==> src/rtl/bus_responder_pkg.sv <==
// Shared types and constants for the 8085 bus responder.
package bus_responder_pkg;

    localparam int unsigned DATA_W = 8;
    localparam int unsigned ADDR_W = 16;
    localparam int unsigned CNT_W  = 4;

    typedef enum logic [2:0] {
        ST_IDLE,
        ST_ADDR,
        ST_WAIT,
        ST_READ,
        ST_WRITE
    } state_t;

    typedef enum logic [1:0] {
        ACC_NONE,
        ACC_RD,
        ACC_WR
    } access_t;

    localparam logic [1:0] IO_PA  = 2'd0;
    localparam logic [1:0] IO_PB  = 2'd1;
    localparam logic [1:0] IO_IN  = 2'd2;
    localparam logic [1:0] IO_SCR = 2'd3;

    // IO decode compares only the upper six bits; the low two pick the port.
    function automatic logic io_hit(input logic [5:0] addr_hi, input logic [5:0] base_hi);
        return addr_hi == base_hi;
    endfunction

endpackage

==> src/rtl/resp_sp_ram.sv <==
// 256x8 single-port RAM with synchronous write and registered read.
module resp_sp_ram
    import bus_responder_pkg::*;
(
    input  logic              i_clk,
    input  logic              i_we,
    input  logic [7:0]        i_addr,
    input  logic [DATA_W-1:0] i_wdata,
    output logic [DATA_W-1:0] o_rdata
);

    logic [DATA_W-1:0] r_mem [256];

    always_ff @(posedge i_clk) begin
        if (i_we) begin
            r_mem[i_addr] <= i_wdata;
        end
        o_rdata <= r_mem[i_addr];
    end

endmodule

==> src/rtl/bus_responder_8085.sv <==
// Target side of the 8085 multiplexed bus: address demux, RAM page and IO ports, READY wait states.
module bus_responder_8085
    import bus_responder_pkg::*;
#(
    parameter logic [7:0]  BASE_PAGE   = 8'h20,
    parameter logic [7:0]  IO_BASE     = 8'h40,
    parameter int unsigned WAIT_STATES = 1
) (
    input  logic              clk,
    input  logic              rst,
    input  logic [7:0]        haddress,
    input  logic [DATA_W-1:0] ad_in,
    output logic [DATA_W-1:0] ad_out,
    output logic              ad_oe,
    input  logic              ALE,
    input  logic              IOMn,
    input  logic              RDn,
    input  logic              WRn,
    output logic              ready,
    input  logic [DATA_W-1:0] port_in,
    output logic [DATA_W-1:0] port_a,
    output logic [DATA_W-1:0] port_b,
    output logic              bus_err
);

    state_t            r_state;
    access_t           r_acc;
    logic [ADDR_W-1:0] r_addr_q;
    logic              r_iom_q;
    logic              r_sel_mem;
    logic              r_sel_io;
    logic [CNT_W-1:0]  r_cnt;
    logic [DATA_W-1:0] r_wdata_q;
    logic [DATA_W-1:0] r_scratch;
    logic [DATA_W-1:0] r_port_in_s1;
    logic [DATA_W-1:0] r_port_in_s2;

    logic              w_hit_mem;
    logic              w_hit_io;
    logic              w_commit;
    logic              w_ram_we;
    logic [DATA_W-1:0] w_ram_rdata;
    logic [DATA_W-1:0] w_rd_data;
    logic              w_unused_addr_hi;

    assign w_unused_addr_hi = ^r_addr_q[15:8];

    // Decode, write commit (strobe release without a new ALE) and read-data mux.
    always_comb begin
        w_hit_mem = !IOMn && (haddress == BASE_PAGE);
        w_hit_io  = IOMn && io_hit(ad_in[7:2], IO_BASE[7:2]);
        w_commit  = !ALE && WRn && (r_acc == ACC_WR)
                    && ((r_state == ST_WAIT) || (r_state == ST_WRITE));
        w_ram_we  = w_commit && r_sel_mem;
        w_rd_data = w_ram_rdata;
        if (r_iom_q) begin
            case (r_addr_q[1:0])
                IO_PA:   w_rd_data = port_a;
                IO_PB:   w_rd_data = port_b;
                IO_IN:   w_rd_data = r_port_in_s2;
                default: w_rd_data = r_scratch;
            endcase
        end
    end

    resp_sp_ram u_ram (
        .i_clk   (clk),
        .i_we    (w_ram_we),
        .i_addr  (r_addr_q[7:0]),
        .i_wdata (r_wdata_q),
        .o_rdata (w_ram_rdata)
    );

    always_ff @(posedge clk or posedge rst) begin
        if (rst) begin
            r_state      <= ST_IDLE;
            r_acc        <= ACC_NONE;
            r_addr_q     <= '0;
            r_iom_q      <= 1'b0;
            r_sel_mem    <= 1'b0;
            r_sel_io     <= 1'b0;
            r_cnt        <= '0;
            r_wdata_q    <= '0;
            r_scratch    <= '0;
            r_port_in_s1 <= '0;
            r_port_in_s2 <= '0;
            ad_out       <= '0;
            ad_oe        <= 1'b0;
            ready        <= 1'b1;
            port_a       <= '0;
            port_b       <= '0;
            bus_err      <= 1'b0;
        end else begin
            r_port_in_s1 <= port_in;
            r_port_in_s2 <= r_port_in_s1;

            if (w_commit && r_sel_io) begin
                case (r_addr_q[1:0])
                    IO_PA:   port_a    <= r_wdata_q;
                    IO_PB:   port_b    <= r_wdata_q;
                    IO_SCR:  r_scratch <= r_wdata_q;
                    default: ;
                endcase
            end

            // ALE wins in every state: abandon the current cycle and re-decode.
            if (ALE) begin
                r_addr_q  <= {haddress, ad_in};
                r_iom_q   <= IOMn;
                r_sel_mem <= w_hit_mem;
                r_sel_io  <= w_hit_io;
                r_acc     <= ACC_NONE;
                ad_oe     <= 1'b0;
                ready     <= 1'b1;
                r_state   <= ST_ADDR;
            end else begin
                case (r_state)
                    ST_IDLE: ;
                    ST_ADDR: begin
                        if (!RDn || !WRn) begin
                            if (!(r_sel_mem || r_sel_io)) begin
                                r_state <= ST_IDLE;
                            end else if (!RDn && !WRn) begin
                                bus_err <= 1'b1;
                                r_state <= ST_IDLE;
                            end else begin
                                r_acc   <= !RDn ? ACC_RD : ACC_WR;
                                r_cnt   <= CNT_W'(WAIT_STATES);
                                ready   <= (WAIT_STATES == 0);
                                r_state <= ST_WAIT;
                                if (!WRn) begin
                                    r_wdata_q <= ad_in;
                                end
                            end
                        end
                    end
                    ST_WAIT: begin
                        if ((r_acc == ACC_RD && RDn) || (r_acc == ACC_WR && WRn)) begin
                            r_acc   <= ACC_NONE;
                            ready   <= 1'b1;
                            r_state <= ST_IDLE;
                        end else begin
                            if (r_acc == ACC_WR) begin
                                r_wdata_q <= ad_in;
                            end
                            if (r_cnt <= CNT_W'(1)) begin
                                ready <= 1'b1;
                                if (r_acc == ACC_RD) begin
                                    ad_out  <= w_rd_data;
                                    ad_oe   <= 1'b1;
                                    r_state <= ST_READ;
                                end else begin
                                    r_state <= ST_WRITE;
                                end
                            end else begin
                                r_cnt <= r_cnt - CNT_W'(1);
                            end
                        end
                    end
                    ST_READ: begin
                        if (RDn) begin
                            ad_oe   <= 1'b0;
                            ad_out  <= '0;
                            r_acc   <= ACC_NONE;
                            r_state <= ST_IDLE;
                        end
                    end
                    ST_WRITE: begin
                        if (WRn) begin
                            r_acc   <= ACC_NONE;
                            r_state <= ST_IDLE;
                        end else begin
                            r_wdata_q <= ad_in;
                        end
                    end
                    default: r_state <= ST_IDLE;
                endcase
            end
        end
    end

endmodule

==> config.mk <==
export PLATFORM = sky130hd
export DESIGN_NAME = bus_responder_8085
export DESIGN_NICKNAME = d
export VERILOG_FILES = /design/src/rtl/bus_responder_pkg.sv /design/src/rtl/resp_sp_ram.sv /design/src/rtl/bus_responder_8085.sv
export SDC_FILE = /design/constraint.sdc
export NUM_CORES = 2
export LEC_CHECK = 0
export ABC_AREA = 1
export CORE_ASPECT_RATIO = 0.75
export CORE_MARGIN = 2
export CORE_UTILIZATION = 30
export CTS_CLUSTER_DIAMETER = 80
export DETAILED_ROUTE_END_ITERATION = 7
export GPL_TIMING_DRIVEN = 0
export PLACE_DENSITY = 0.48
export SLEW_MARGIN = 20
export SYNTH_ARGS = -nofsm -noshare
export SYNTH_HDL_FRONTEND = slang
export SYNTH_SLANG_ARGS = --single-unit
==> constraint.sdc <==
create_clock -name clk -period 9.25 [get_ports clk]
set_clock_uncertainty 0.2 [all_clocks]
set_input_delay 2.775 -clock clk [delete_from_list [all_inputs] [get_ports clk]]
set_output_delay 2.775 -clock clk [all_outputs]
set_load 0.01 [all_outputs]
==> qor.yml <==
crit_type: "in2reg"
setup_viol: 0
ff2ff_path_depth: 7
synth_nets: 8379
rows: 172
ys_types: 40
yosysSeqAreaShare_pct: 72.2
utilization_pct: 34.7
endpoint_kind: "register"
dieArea_um2: 298000
relSlewSlack_pct: 14.6
synth_fa_ha_area_share_pct: 0.0284
fin_nets: 8699
ant_nets: 0
crit_path_start_kind: "input pin"
fmax_mhz: 147
cts_hold_buf: 0
wl_per_cell_um: 24.0
final_max_slew_viol_count: 0
io_buffers: 55
cts_root_buf: "clkbuf_16"
layout_common_cells: "4,855 x nand2_1, 2,048 x edfxtp_1, 366 x nor2_1, 216 x clkbuf_16, 215 x buf_2"
ir_drop_mv: 0.163
post-route-period-util_pct: 73.6
first_iter_violations: 8159
hold_class: "reg2reg"
cts_buffer_depth: 4
reg2reg_from: "r_addr_q[3]"
grt_pass1_vias: 57447
drc: 0
cp_max_fo: 10
cts_num_sinks: 2135
h-tree-depth: 4
hold_viol: 0
synth_top_family_by_area: "simple AND/OR/NAND/NOR gates"
rsz0062_at_grt: "false"
syn_area_per_cell_um2: 10.6
grt_antenna_before_repair: 45
whs_ns: 0.149
fp.dieH_um: 473
insertion_delay_ns: 0.89
netlist_instances: 8347
cp.arrival_ns: 7.08
area_delta_synth_final_pct: 15.2
finalCriticalPeriod_ns: 6.81
cts_buffers: 214
ios: 57
finalSetupTns_ns: 0
hpwlAfterDp_mm: 218
grt_pass1_wl_mm: 426
max_cap_violations: 0
muxShareOfSynthArea_pct: 0.0682
wirelength_mm: 306
status: "finished clean"
grt_use_total_pct: 20.0
synth_simple_gate_area_share_pct: 23.6
layout-drive-gt1-share_pct: 6.85
worst_pin_slew_ns: 1.28
fp.coreArea_um2: 292000
dr.pass1.iters: 7
cts.clk_slew.worst_paths_ns: 0.06
cts_resized: 0
yosys_warnings: 0
synth_area_um2: 88100
min-delay-start: "r_port_in_s1[7]"
grt_max_degree: 59
p_leak_nw: 39.5
post_cts_buffers: 0
synth_compound_area_share_pct: 1.64
min_to: "r_port_in_s2[7]"
place_congestion: 0.965
hold_depth: 0
vias: 61885
die_x_um: 630
required_ns: 9.51
grt-ovfl-total: 0
mostFrequentLayoutCell: "nand2_1"
cts_tree: "done"
initial_core_util_pct: 30.1
viasPerCell: 4.85
synth-seq-cells: 2135
synthXorXnorAreaFrac_pct: 0.0199
cellPowerDensity_nw_per_um2: 237
reg2reg_to: "u_ram.r_mem[88][1]"
r2r_slack_ns: 3.32
fillCellCount: 29114
==> critical path, stage by stage <==
cell	delay, ns
clkdlybuf4s50_1	0.60
nand2_1	0.14
nor2_2	0.30
nand2_1	0.31
nor2_1	0.97
nand2_1	0.69
buf_2	0.53
nor2_1	0.69
==> metal layers <==
metal,up-vias,track usage (%),share of wire [%]
met1,30637,31.0,47
met4,8,5.18,2.8
met5,-,0,0.017
met2,2620,27.5,40
met3,431,4.86,10
li1,28189,-,-
==> area by class of cell <==
type | instances | area, µm² | share of cell area (%)
inverter | 41 | 156 | 0.154
timing repair buffer | 104 | 1770 | 1.74
buffer | 431 | 1980 | 1.95
sequential | 2135 | 63700 | 62.8
antenna | 11 | 27.5 | 0.0271
multi-input combinational | 5740 | 22300 | 22.0
tap | 3915 | 4900 | 4.83
clock buffer | 255 | 5570 | 5.49
clock inverter | 127 | 1050 | 1.04
==> cell families (layout without fill, tap and decap cells) <==
family	Yosys count	count (layout)
multiplexers	6	6
flip-flops	2135	2135
other	0	11
AND/OR/NAND/NOR	5451	5451
buffers and inverters	472	958
adder cells (fa/ha/maj)	2	2
XOR/XNOR	2	2
AO/OA/AOI/OAI	279	279
==> synthesized netlist by cell type <==
master | number | area (µm²)
o21ai_1 | 23 | 115
o41ai_1 | 2 | 17.5
buf_2 | 214 | 1070
nand3_1 | 195 | 976
buf_6 | 9 | 101
nor2_1 | 368 | 1380
a32o_1 | 1 | 10.0
or2_2 | 1 | 6.26
inv_1 | 36 | 135
dfstp_2 | 1 | 26.3
o22ai_1 | 1 | 6.26
clkbuf_1 | 172 | 646
clkinv_1 | 1 | 3.75
nand4_1 | 9 | 56.3
a31oi_1 | 1 | 6.26
xnor2_1 | 2 | 17.5
mux2i_1 | 6 | 60.1
buf_1 | 34 | 128
o211ai_1 | 1 | 7.51
o31ai_1 | 4 | 30.0
inv_2 | 4 | 15.0
o21bai_1 | 1 | 7.51
o21ai_0 | 195 | 976
a221oi_1 | 1 | 8.76
dfxtp_1 | 8 | 160
nor2_2 | 3 | 18.8
a2bb2oi_1 | 2 | 17.5
nand3b_1 | 1 | 7.51
a21oi_1 | 45 | 225
nand2_2 | 1 | 6.26
nand2_1 | 4859 | 18200
nor3_1 | 9 | 45.0
buf_4 | 2 | 15.0
edfxtp_1 | 2048 | 61500
nor4b_1 | 1 | 8.76
a31o_2 | 2 | 17.5
dfrtp_1 | 78 | 1950
ha_1 | 2 | 25.0
nor4_1 | 1 | 6.26
nor3_2 | 3 | 30.0
==> flip-flops by register name, indices dropped and copies added (netlist names) <==
register,count
r_sel_mem,1
bus_err,1
r_port_in_s2,8
ad_out,8
port_a,8
port_b,8
r_iom_q,1
r_acc,2
r_wdata_q,8
r_sel_io,1
u_ram.o_rdata,8
r_addr_q,8
r_port_in_s1,8
r_scratch,8
ad_oe,1
r_state,3
ready,1
r_cnt,4
u_ram.r_mem,2048
==> through the flow <==
| stage | total power [mW] | setup slack, ns | instance area, µm² | std cells |
|---|---|---|---|---|
| global placement | 16.0 | -1.36 | 93500 | 12317 |
| floorplan | 13.7 | 4.25 | 88100 | 8347 |
| CTS | 24.2 | 2.79 | 101000 | 12748 |
| global route | 24.8 | 2.54 | 101000 | 12748 |
| finish | 24.1 | 2.44 | 101000 | 12759 |
| detailed placement | 15.7 | 1.85 | 94800 | 12366 |
==> report_power, final <==
group	total, mW	internal (mW)	leakage (nW)	switching, mW
clock network	8.56	4.74	3.25	3.82
logic	3.71	0.792	16.8	2.92
registers	11.8	11.6	19.4	0.173
total	24.1	17.2	39.5	6.91
==> worst max path at each step <==
stage | start | end | slack, ns
after global routing | WRn | u_ram.r_mem[56][1] | 2.54
final | WRn | u_ram.r_mem[57][1] | 2.44
after floorplan | rst | ad_oe | 4.25
after global placement | r_wdata_q[2] | u_ram.r_mem[146][2] | -1.36
after detailed placement | WRn | u_ram.r_mem[89][4] | 1.85
after CTS | WRn | u_ram.r_mem[89][2] | 2.79
No activity file was read; power rests on OpenSTA's default activity.
